===== src/rtl/tdm_pkg.sv =====
// Shared definitions for the TDM mux/demux pair: FSM state encoding and
// slot-index sizing.
package tdm_pkg;

    localparam int unsigned TDM_DEFAULT_CHANNELS = 4;

    typedef enum logic {
        ST_IDLE   = 1'b0,
        ST_LOCKED = 1'b1
    } tdm_state_e;

    // Slot-index width for a frame of 'channels' slots (never narrower than 1 bit).
    function automatic int unsigned slot_w(input int unsigned channels);
        return (channels > 1) ? $clog2(channels) : 1;
    endfunction

endpackage : tdm_pkg


===== src/rtl/tdm_slot_counter.sv =====
// Slot index counter for the TDM demux: clear, load-to-1 and modulo increment.
module tdm_slot_counter
    import tdm_pkg::*;
#(
    parameter int unsigned CHANNELS = TDM_DEFAULT_CHANNELS
) (
    input  logic                          clk_in,
    input  logic                          rst_n_in,
    input  logic                          clr_i,
    input  logic                          load_one_i,
    input  logic                          inc_i,
    output logic [slot_w(CHANNELS)-1:0]   cnt_o
);

    localparam int unsigned     W    = slot_w(CHANNELS);
    localparam logic [W-1:0]    LAST = W'(CHANNELS - 1);

    logic [W-1:0] cnt_q;
    logic [W-1:0] cnt_d;

    // Clear wins over load, load wins over increment.
    always_comb begin
        cnt_d = cnt_q;
        if (clr_i) begin
            cnt_d = '0;
        end else if (load_one_i) begin
            cnt_d = W'(1);
        end else if (inc_i) begin
            cnt_d = (cnt_q == LAST) ? '0 : cnt_q + W'(1);
        end
    end

    always_ff @(posedge clk_in or negedge rst_n_in) begin
        if (!rst_n_in) begin
            cnt_q <= '0;
        end else begin
            cnt_q <= cnt_d;
        end
    end

    assign cnt_o = cnt_q;

endmodule : tdm_slot_counter


===== src/rtl/tdm_demux4.sv =====
// Serial TDM demultiplexer: locks on sync_in, collects one bit per slot and
// presents each complete frame as a parallel word with a one-cycle valid pulse.
module tdm_demux4
    import tdm_pkg::*;
#(
    parameter int unsigned CHANNELS = TDM_DEFAULT_CHANNELS
) (
    input  logic                          clk_in,
    input  logic                          rst_n_in,
    input  logic                          sync_in,
    input  logic                          data_in,
    output logic [CHANNELS-1:0]           data_out,
    output logic                          valid_out,
    output logic [slot_w(CHANNELS)-1:0]   sel_out,
    output logic                          frame_err_out
);

    localparam int unsigned         SEL_W     = slot_w(CHANNELS);
    localparam logic [SEL_W-1:0]    LAST_SLOT = SEL_W'(CHANNELS - 1);

    tdm_state_e             state_q;
    tdm_state_e             state_d;

    logic [SEL_W-1:0]       slot;
    logic                   cnt_clr_c;
    logic                   cnt_load_c;
    logic                   cnt_inc_c;

    logic [CHANNELS-1:0]    partial_q;
    logic [CHANNELS-1:0]    partial_d;
    logic [CHANNELS-1:0]    word_q;
    logic [CHANNELS-1:0]    word_d;
    logic                   valid_q;
    logic                   valid_d;
    logic                   err_q;
    logic                   err_d;

    tdm_slot_counter #(
        .CHANNELS   (CHANNELS)
    ) u_slot_counter (
        .clk_in     (clk_in),
        .rst_n_in   (rst_n_in),
        .clr_i      (cnt_clr_c),
        .load_one_i (cnt_load_c),
        .inc_i      (cnt_inc_c),
        .cnt_o      (slot)
    );

    always_ff @(posedge clk_in or negedge rst_n_in) begin
        if (!rst_n_in) begin
            state_q <= ST_IDLE;
        end else begin
            state_q <= state_d;
        end
    end

    // Lock on sync; drop lock only when slot 0 arrives without sync.
    always_comb begin
        state_d = state_q;
        case (state_q)
            ST_IDLE: begin
                if (sync_in) begin
                    state_d = ST_LOCKED;
                end
            end
            ST_LOCKED: begin
                if (!sync_in && (slot == '0)) begin
                    state_d = ST_IDLE;
                end
            end
            default: state_d = ST_IDLE;
        endcase
    end

    // Slot capture, word hand-off and framing-error detection.
    always_comb begin
        partial_d  = partial_q;
        word_d     = word_q;
        valid_d    = 1'b0;
        err_d      = 1'b0;
        cnt_clr_c  = 1'b0;
        cnt_load_c = 1'b0;
        cnt_inc_c  = 1'b0;
        case (state_q)
            ST_IDLE: begin
                if (sync_in) begin
                    partial_d  = CHANNELS'(data_in);
                    cnt_load_c = 1'b1;
                end
            end
            ST_LOCKED: begin
                if (sync_in) begin
                    // Sync mid-frame restarts the frame on this cycle.
                    partial_d  = CHANNELS'(data_in);
                    cnt_load_c = 1'b1;
                    err_d      = (slot != '0);
                end else if (slot == '0) begin
                    partial_d  = '0;
                    cnt_clr_c  = 1'b1;
                    err_d      = 1'b1;
                end else begin
                    partial_d[slot] = data_in;
                    cnt_inc_c       = 1'b1;
                    if (slot == LAST_SLOT) begin
                        word_d  = partial_d;
                        valid_d = 1'b1;
                    end
                end
            end
            default: begin
                partial_d = '0;
                cnt_clr_c = 1'b1;
            end
        endcase
    end

    always_ff @(posedge clk_in or negedge rst_n_in) begin
        if (!rst_n_in) begin
            partial_q <= '0;
            word_q    <= '0;
            valid_q   <= 1'b0;
            err_q     <= 1'b0;
        end else begin
            partial_q <= partial_d;
            word_q    <= word_d;
            valid_q   <= valid_d;
            err_q     <= err_d;
        end
    end

    assign data_out      = word_q;
    assign valid_out     = valid_q;
    assign frame_err_out = err_q;
    assign sel_out       = slot;

    a_no_valid_err_overlap: assert property (
        @(posedge clk_in) disable iff (!rst_n_in) !(valid_out && frame_err_out));

    a_idle_sel_zero: assert property (
        @(posedge clk_in) disable iff (!rst_n_in) (state_q == ST_IDLE) |-> (sel_out == '0));

endmodule : tdm_demux4


===== config.mk =====
export PLATFORM = sky130hd
export DESIGN_NAME = tdm_demux4
export DESIGN_NICKNAME = d
export VERILOG_FILES = /design/src/rtl/tdm_pkg.sv /design/src/rtl/tdm_slot_counter.sv /design/src/rtl/tdm_demux4.sv
export SDC_FILE = /design/constraint.sdc
export NUM_CORES = 1
export LEC_CHECK = 0
export CORE_MARGIN = 3
export CORE_UTILIZATION = 49
export CTS_CLUSTER_SIZE = 12
export DETAILED_ROUTE_END_ITERATION = 6
export MAX_ROUTING_LAYER = met4
export PLACE_DENSITY = 0.79
export SYNTH_ARGS = -nofsm -noshare
export SYNTH_HDL_FRONTEND = slang
export SYNTH_SLANG_ARGS = --single-unit

===== constraint.sdc =====
create_clock -name clk_in -period 2.1 [get_ports clk_in]
set_input_delay 0.21 -clock clk_in [delete_from_list [all_inputs] [get_ports clk_in]]
set_output_delay 0.21 -clock clk_in [all_outputs]
set_load 0.005 [all_outputs]

# [Word level (Yosys, flattened, before mapping)]
# Index checks and enable logic that the tools add are counted.
[classes] addsub=1 n_lt_le_gt_ge=2 n_eq_ne=2 muxes=26 bitwise_logic=3 reduce_logical=7
[ops] cell="1-bit two-way mux" n=15
[ops] cell="4-bit two-way mux" n=3
[ops] cell="2-bit two-way mux" n=4
[ops] cell="4-bit case mux with 2 select lines" n=1
[ops] cell="4-bit bitwise mux" n=1
[ops] cell="4-bit AND reduction" n=1
[ops] cell="2-bit by 3-bit < comparator with 1-bit output, second input constant" n=1
[ops] cell="1-bit NOT" n=3
[ops] cell="3-bit nonzero test" n=1
[ops] cell="2-bit by 1-bit adder with 2-bit output, second input constant" n=1
[ops] cell="1-bit demux with 2-bit select" n=1
[ops] cell="2-bit == test, second input constant" n=1
[ops] cell="2-bit by 1-bit greater-or-equal comparator with 1-bit output, second input constant" n=1
[ops] cell="1-bit logical AND" n=2
[ops] cell="2-bit zero test" n=1
[ops] cell="2-bit inequality test, second input constant" n=1
[ops] cell="1-bit case mux with 2 select lines" n=1
[ops] cell="2-bit nonzero test" n=1
[ops] cell="1-bit zero test" n=1
[word_totals] regBits=13 in_bits=4 word_cells=47

# [Logic depth before layout (Yosys ltp)]
[depth] ltp_word=8 mapped_depth=7 mapped_depth_nobuf=6

# [By module]
# Synthesis repeated with hierarchy kept, for this count alone.
[hier_totals] cells_unflattened=42 hier_area_um2=520.5
[by_module_without_submodules] module="tdm_demux4" instances=1 cells_per_inst=33 area_each_um2=417.9
[by_module_without_submodules] module="tdm_slot_counter" instances=1 cells_per_inst=9 area_each_um2=102.6

# [Least setup slack after synthesis]
# OpenSTA, ideal clock, no wires.
[synth_path] path_type="reg-to-reg" startpoint="register u_slot_counter.cnt_q[0], in the netlist u_slot_counter.cnt_o[0]" endpoint="register word_q[3], in the netlist data_out[3]" setup_time_ps=125 arrival_ps=1560 required_ps=1975 path_slack_ps=415 stages_incl_launch_ff=8 n_path_buf=1 path_cell_list="dfrtp_1 -> inv_1 -> ha_1 -> clkbuf_2 -> inv_1 -> ha_1 -> and3_4 -> mux2_4"
[synth_between] elab_chain_len=5 word_cells_on_any_way=10 classes_between="order compare: 2; eq/ne: 1; mux: 3; bitwise: 1; reduce/logical: 3"
[synth_rtl] element="from (decl)" line_no="tdm_slot_counter.sv:18" source="logic [W-1:0] cnt_q;"
[synth_rtl] element="from (signal assigned)" line_no="tdm_slot_counter.sv:37" source="cnt_q <= cnt_d;"
[synth_rtl] element="2-bit by 3-bit < comparator with 1-bit output (implied by the code) or 2-bit by 1-bit greater-or-equal comparator with 1-bit output (tied branches)" line_no="tdm_demux4.sv:102" source="partial_d[slot] = data_in;"
[synth_rtl] element="1-bit logical AND (implied by the code)" line_no="tdm_demux4.sv:102"
[synth_rtl] element="1-bit two-way mux (implied by the code)" line_no="tdm_demux4.sv:102"
[synth_rtl] element="1-bit demux with 2-bit select" line_no="tdm_demux4.sv:102"
[synth_rtl] element="4-bit bitwise mux" line_no="tdm_demux4.sv:102"
[synth_rtl] element="to (signal assigned)" line_no="tdm_demux4.sv:125" source="word_q <= word_d;"
[synth_rtl] element="to (decl)" line_no="tdm_demux4.sv:31" source="logic [CHANNELS-1:0] word_q;"
# Several ways; a longest one is shown, not always the timed one.
# A chain may end at the register's enable or synchronous reset.

# [Final worst setup path]
# Ends and elaborated chain as after synthesis.

==> impl.org <==
** Status
- Result of the run :: finished, final reports clean

** Synth
- Synthesized cell area :: about 670 µm²
- Summing the sequential cell areas from Yosys gives about 45% of the chip area.
- Mean area per synthesized cell :: ~12 µm²
- The number of nets handed over by synthesis was about 70.
- Synthesis inferred 12 register bits.
- Summed over all instances, the cell type with the most area after synthesis is dfrtp_1.
- In this run the biggest area consumer among cell types represents 44.7% of the synthesized area.
- Warning count from the yosys run :: 0
- Number of different library cells in the post-synthesis netlist :: 23
- Largest cells by area after synthesis :: dfrtp_1, ha_1, a21bo_2, mux2i_1, a221oi_2
- Counting every instance in the synthesized netlist gives slightly below 60.

** Critical path
- Grouping stages by cell kind, the critical path spends the most delay in adder cells.
- Critical path arrival :: ~2000 ps
- The worst setup path is launched from a register.
- Category of the worst setup path capture point :: register
- Crit path buffers/inverters :: 2
- Among all stages on the critical path, the largest delay is contributed by dfrtp_1.
- The setup path with the least slack is of type register to register.
- CP cell instances :: inv_1 > ha_1 > inv_1 > ha_1 > and3_4 > mux2_4
- Delay of the slowest cell on the worst path :: approximately 440 ps
- CP required :: around 2300 ps
- Highest fanout seen on the critical path :: 6

** Routing
- In the routed design, unresolved DRC markers number 0.
- Number of DRC markers after the initial detailed-route iteration :: 4
- In the routed layout, each cell is associated on average with a via count of between 5 and 6.
- Number of optimization iterations in the first detailed-route pass :: 2
- WL final :: about 1.2 mm
- Drt wl/cell :: 14.8 µm
- The count of nets left with antenna violations once routing finished came out at 0.
- Number of vias after detailed routing :: 467

** Clock network
- Source-to-sink clock delay at the later pin of the worst-skew pair :: about 260 ps
- Clock-pin transition on the worst setup and hold timing paths :: 70 ps
- TritonCTS clock tree :: built
- CTS buffer count :: 3
- Clock sink total :: 12
- H-tree levels :: 1
- Number of buffers added to fix hold violations after cts :: 0
- The tree is rooted in a clkbuf_4.
- The longest clock path from root to sink contains 2 buffers.
- Post CTS Setup Buffer Count :: 0
- After clock tree synthesis, the repair step resized 0 gates.

** Global routing
- Overflow left after global routing :: 0
- The first global-routing pass estimated about 2.2 mm of wire.
- The via count of the first global-routing pass was 472.
- Number of antenna violations at the first check in global routing :: 0
- Entering global routing, the biggest net connects 20 pins.
- Total Routing Usage GR :: approximately 17%

** STA
- Worst relative slew slack :: roughly 63%
- Number of slew-limit violations in the final report :: 0
- After routing, the total negative slack on setup checks comes to 0 ps.
- Final Hold Viols :: 0
- On the final layout, the worst clock skew is roughly 2.6 ps.
- Final setup violation count :: 0
- After layout, the minimum clock period comes to 1800 ps.
- Unrepaired setup endpoints after global routing :: false
- After layout, the worst path uses 85.9% of the clock period.
- Max frequency :: 0.554 GHz
- Worst hold slack :: approximately 300 ps
- For the pin with the worst max-slew slack, the measured transition is 553 ps.
- In the post-route analysis, the smallest setup slack over all paths is slightly below 300 ps.

** Floorplanning
- The initial utilization of the core area, before any placement, comes to between 50% and 60%.
- The floorplan step set the die width to between 40 and 50 µm.
- The die is 43.0 µm tall.
- Standard-cell rows :: 12
- During I/O placement, the number of pins put on the boundary was 12.
- The floorplan step defined a die boundary enclosing ~0.0019 mm².
- Placeable core region :: about 0.0012 mm²

** Final layout
- The post-route netlist has between 10% and 20% of its cells at a drive strength greater than 1.
- Antenna diode instance count :: 0
- Sequential cell area :: 300 µm²
- The filler cells instantiated in the layout total approximately 110.
- Summing all multi-input logic gate instances after layout gives 322 µm².
- Fin nets :: approximately 80
- From synthesis to final layout, the design area changed by 18.2%.

** Worst hold path
- The min-delay analysis places its worst path in the category input port to asynchronous set/reset pin.

** Flow run
- Max-Cap Viols :: 0

** Power and ir drop
- Leakage power summed over all cells :: roughly 0.35 nW
- Cell area power density :: 1280 mW/mm²
- IR Drop Worst-Case VDD :: 0.835 mV

** Placed design
- Number of buffer cells added on primary ports :: 11
- Worst-case setup slack after placement :: between 300 and 400 ps
- Final RePlAce weighted congestion :: between 0.7 and 0.8
- The HPWL after detailed placement is ~930 µm.
-- synthesized netlist by cell type --
master    count
a31oi_1       3
ha_1          6
o21ai_1       1
o221ai_1      1
and3_2        1
a221oi_2      2
nand2_1       1
nand3_1       2
dfrtp_1      12
nand2b_1      3
clkbuf_2      1
inv_1         4
and3_4        1
buf_6         2
or4b_1        1
buf_4         1
mux2i_1       3
nand3b_1      1
and2_1        2
mux2_4        1
a21oi_1       4
a21bo_2       3
nor2_1        2
-- final cells by class --
cell class,instances,share of cell area (%)
multi-input combinational,38,40.5
clock buffer,3,2.83
sequential,12,37.8
timing repair buffer,12,14.8
inverter,4,1.89
tap,14,2.20
-- power breakdown --
group | total (mW) | switching [mW] | internal, mW
combinational | 0.461 | 0.183 | 0.278
clock | 0.137 | 0.0712 | 0.0662
sequential | 0.418 | 0.0985 | 0.320
total | 1.02 | 0.353 | 0.664
-- path summary, 6_finish.rpt --
check	end	startpoint	cells past startpoint	slack, ps
setup reg to reg	data_out[3]	u_slot_counter.cnt_o[0]	6	300
setup / recovery	data_out[3]	u_slot_counter.cnt_o[0]	6	300
min in group clk_in	data_out[3]	data_out[3]	1	530
hold reg to reg	data_out[3]	data_out[3]	1	530
hold / removal	data_out[0]	rst_n_in	1	300
max in group asynchronous	u_slot_counter.cnt_o[0]	rst_n_in	1	1440
-- worst register-to-register path, stage by stage, from the launching register on --
cell and delay, ps:
dfrtp_1 440, inv_1 130, ha_1 340, inv_1 80, ha_1 220, and3_4 200
mux2_4 290
-- cells by family after synthesis --
kind of cell | count (synthesis) | synth area share (%)
compound gates | 14 | 16.8
fa+ha+maj | 6 | 11.2
buf+inv | 8 | 7.45
flops | 12 | 44.7
mux | 4 | 6.70
simple gates | 14 | 13.2
-- stage by stage --
| stage | utilization [%] | power [mW] | std cells | cell area [µm²] |
|---|---|---|---|---|
| 2_1_floorplan | - | 0.718 | 58 | 672 |
| 3_3_place_gp | 64.3 | 0.872 | 80 | 772 |
| 3_5_place_dp | 64.3 | 0.889 | 80 | 772 |
| 4_1_cts | 66.1 | 1.03 | 83 | 795 |
| 5_1_grt | 66.1 | 1.10 | 83 | 795 |
| 6_report | 66.1 | 1.02 | 83 | 795 |
-- layout by cell type, fill, tap and decap left out --
cell,n
nand2b_1,3
mux2_4,1
buf_4,1
nand2_1,1
nand3_1,2
or4b_1,1
mux2i_1,3
a31oi_1,3
o21ai_1,1
o221ai_1,1
and3_4,1
a21bo_2,3
clkdlybuf4s50_1,11
ha_1,6
and2_1,2
clkbuf_4,3
and3_2,1
nand3b_1,1
dfrtp_1,12
a221oi_2,2
nor2_1,2
a21oi_1,4
inv_1,4
-- per-layer routing --
metal  GRT usage (%)  vias up  wire (µm)
met2            24.9       12        584
met1            20.3      226        572
met5               -        -          0
met4            9.04        0         14
li1                -      227          -
met3            3.81        2         53
-- registers in the layout, summed over array words and instances, names as in the netlist --
signal,count
data_out,4
frame_err_out,1
partial_q,3
state_q,1
u_slot_counter.cnt_o,2
valid_out,1
(Power assumes the default switching activity.)
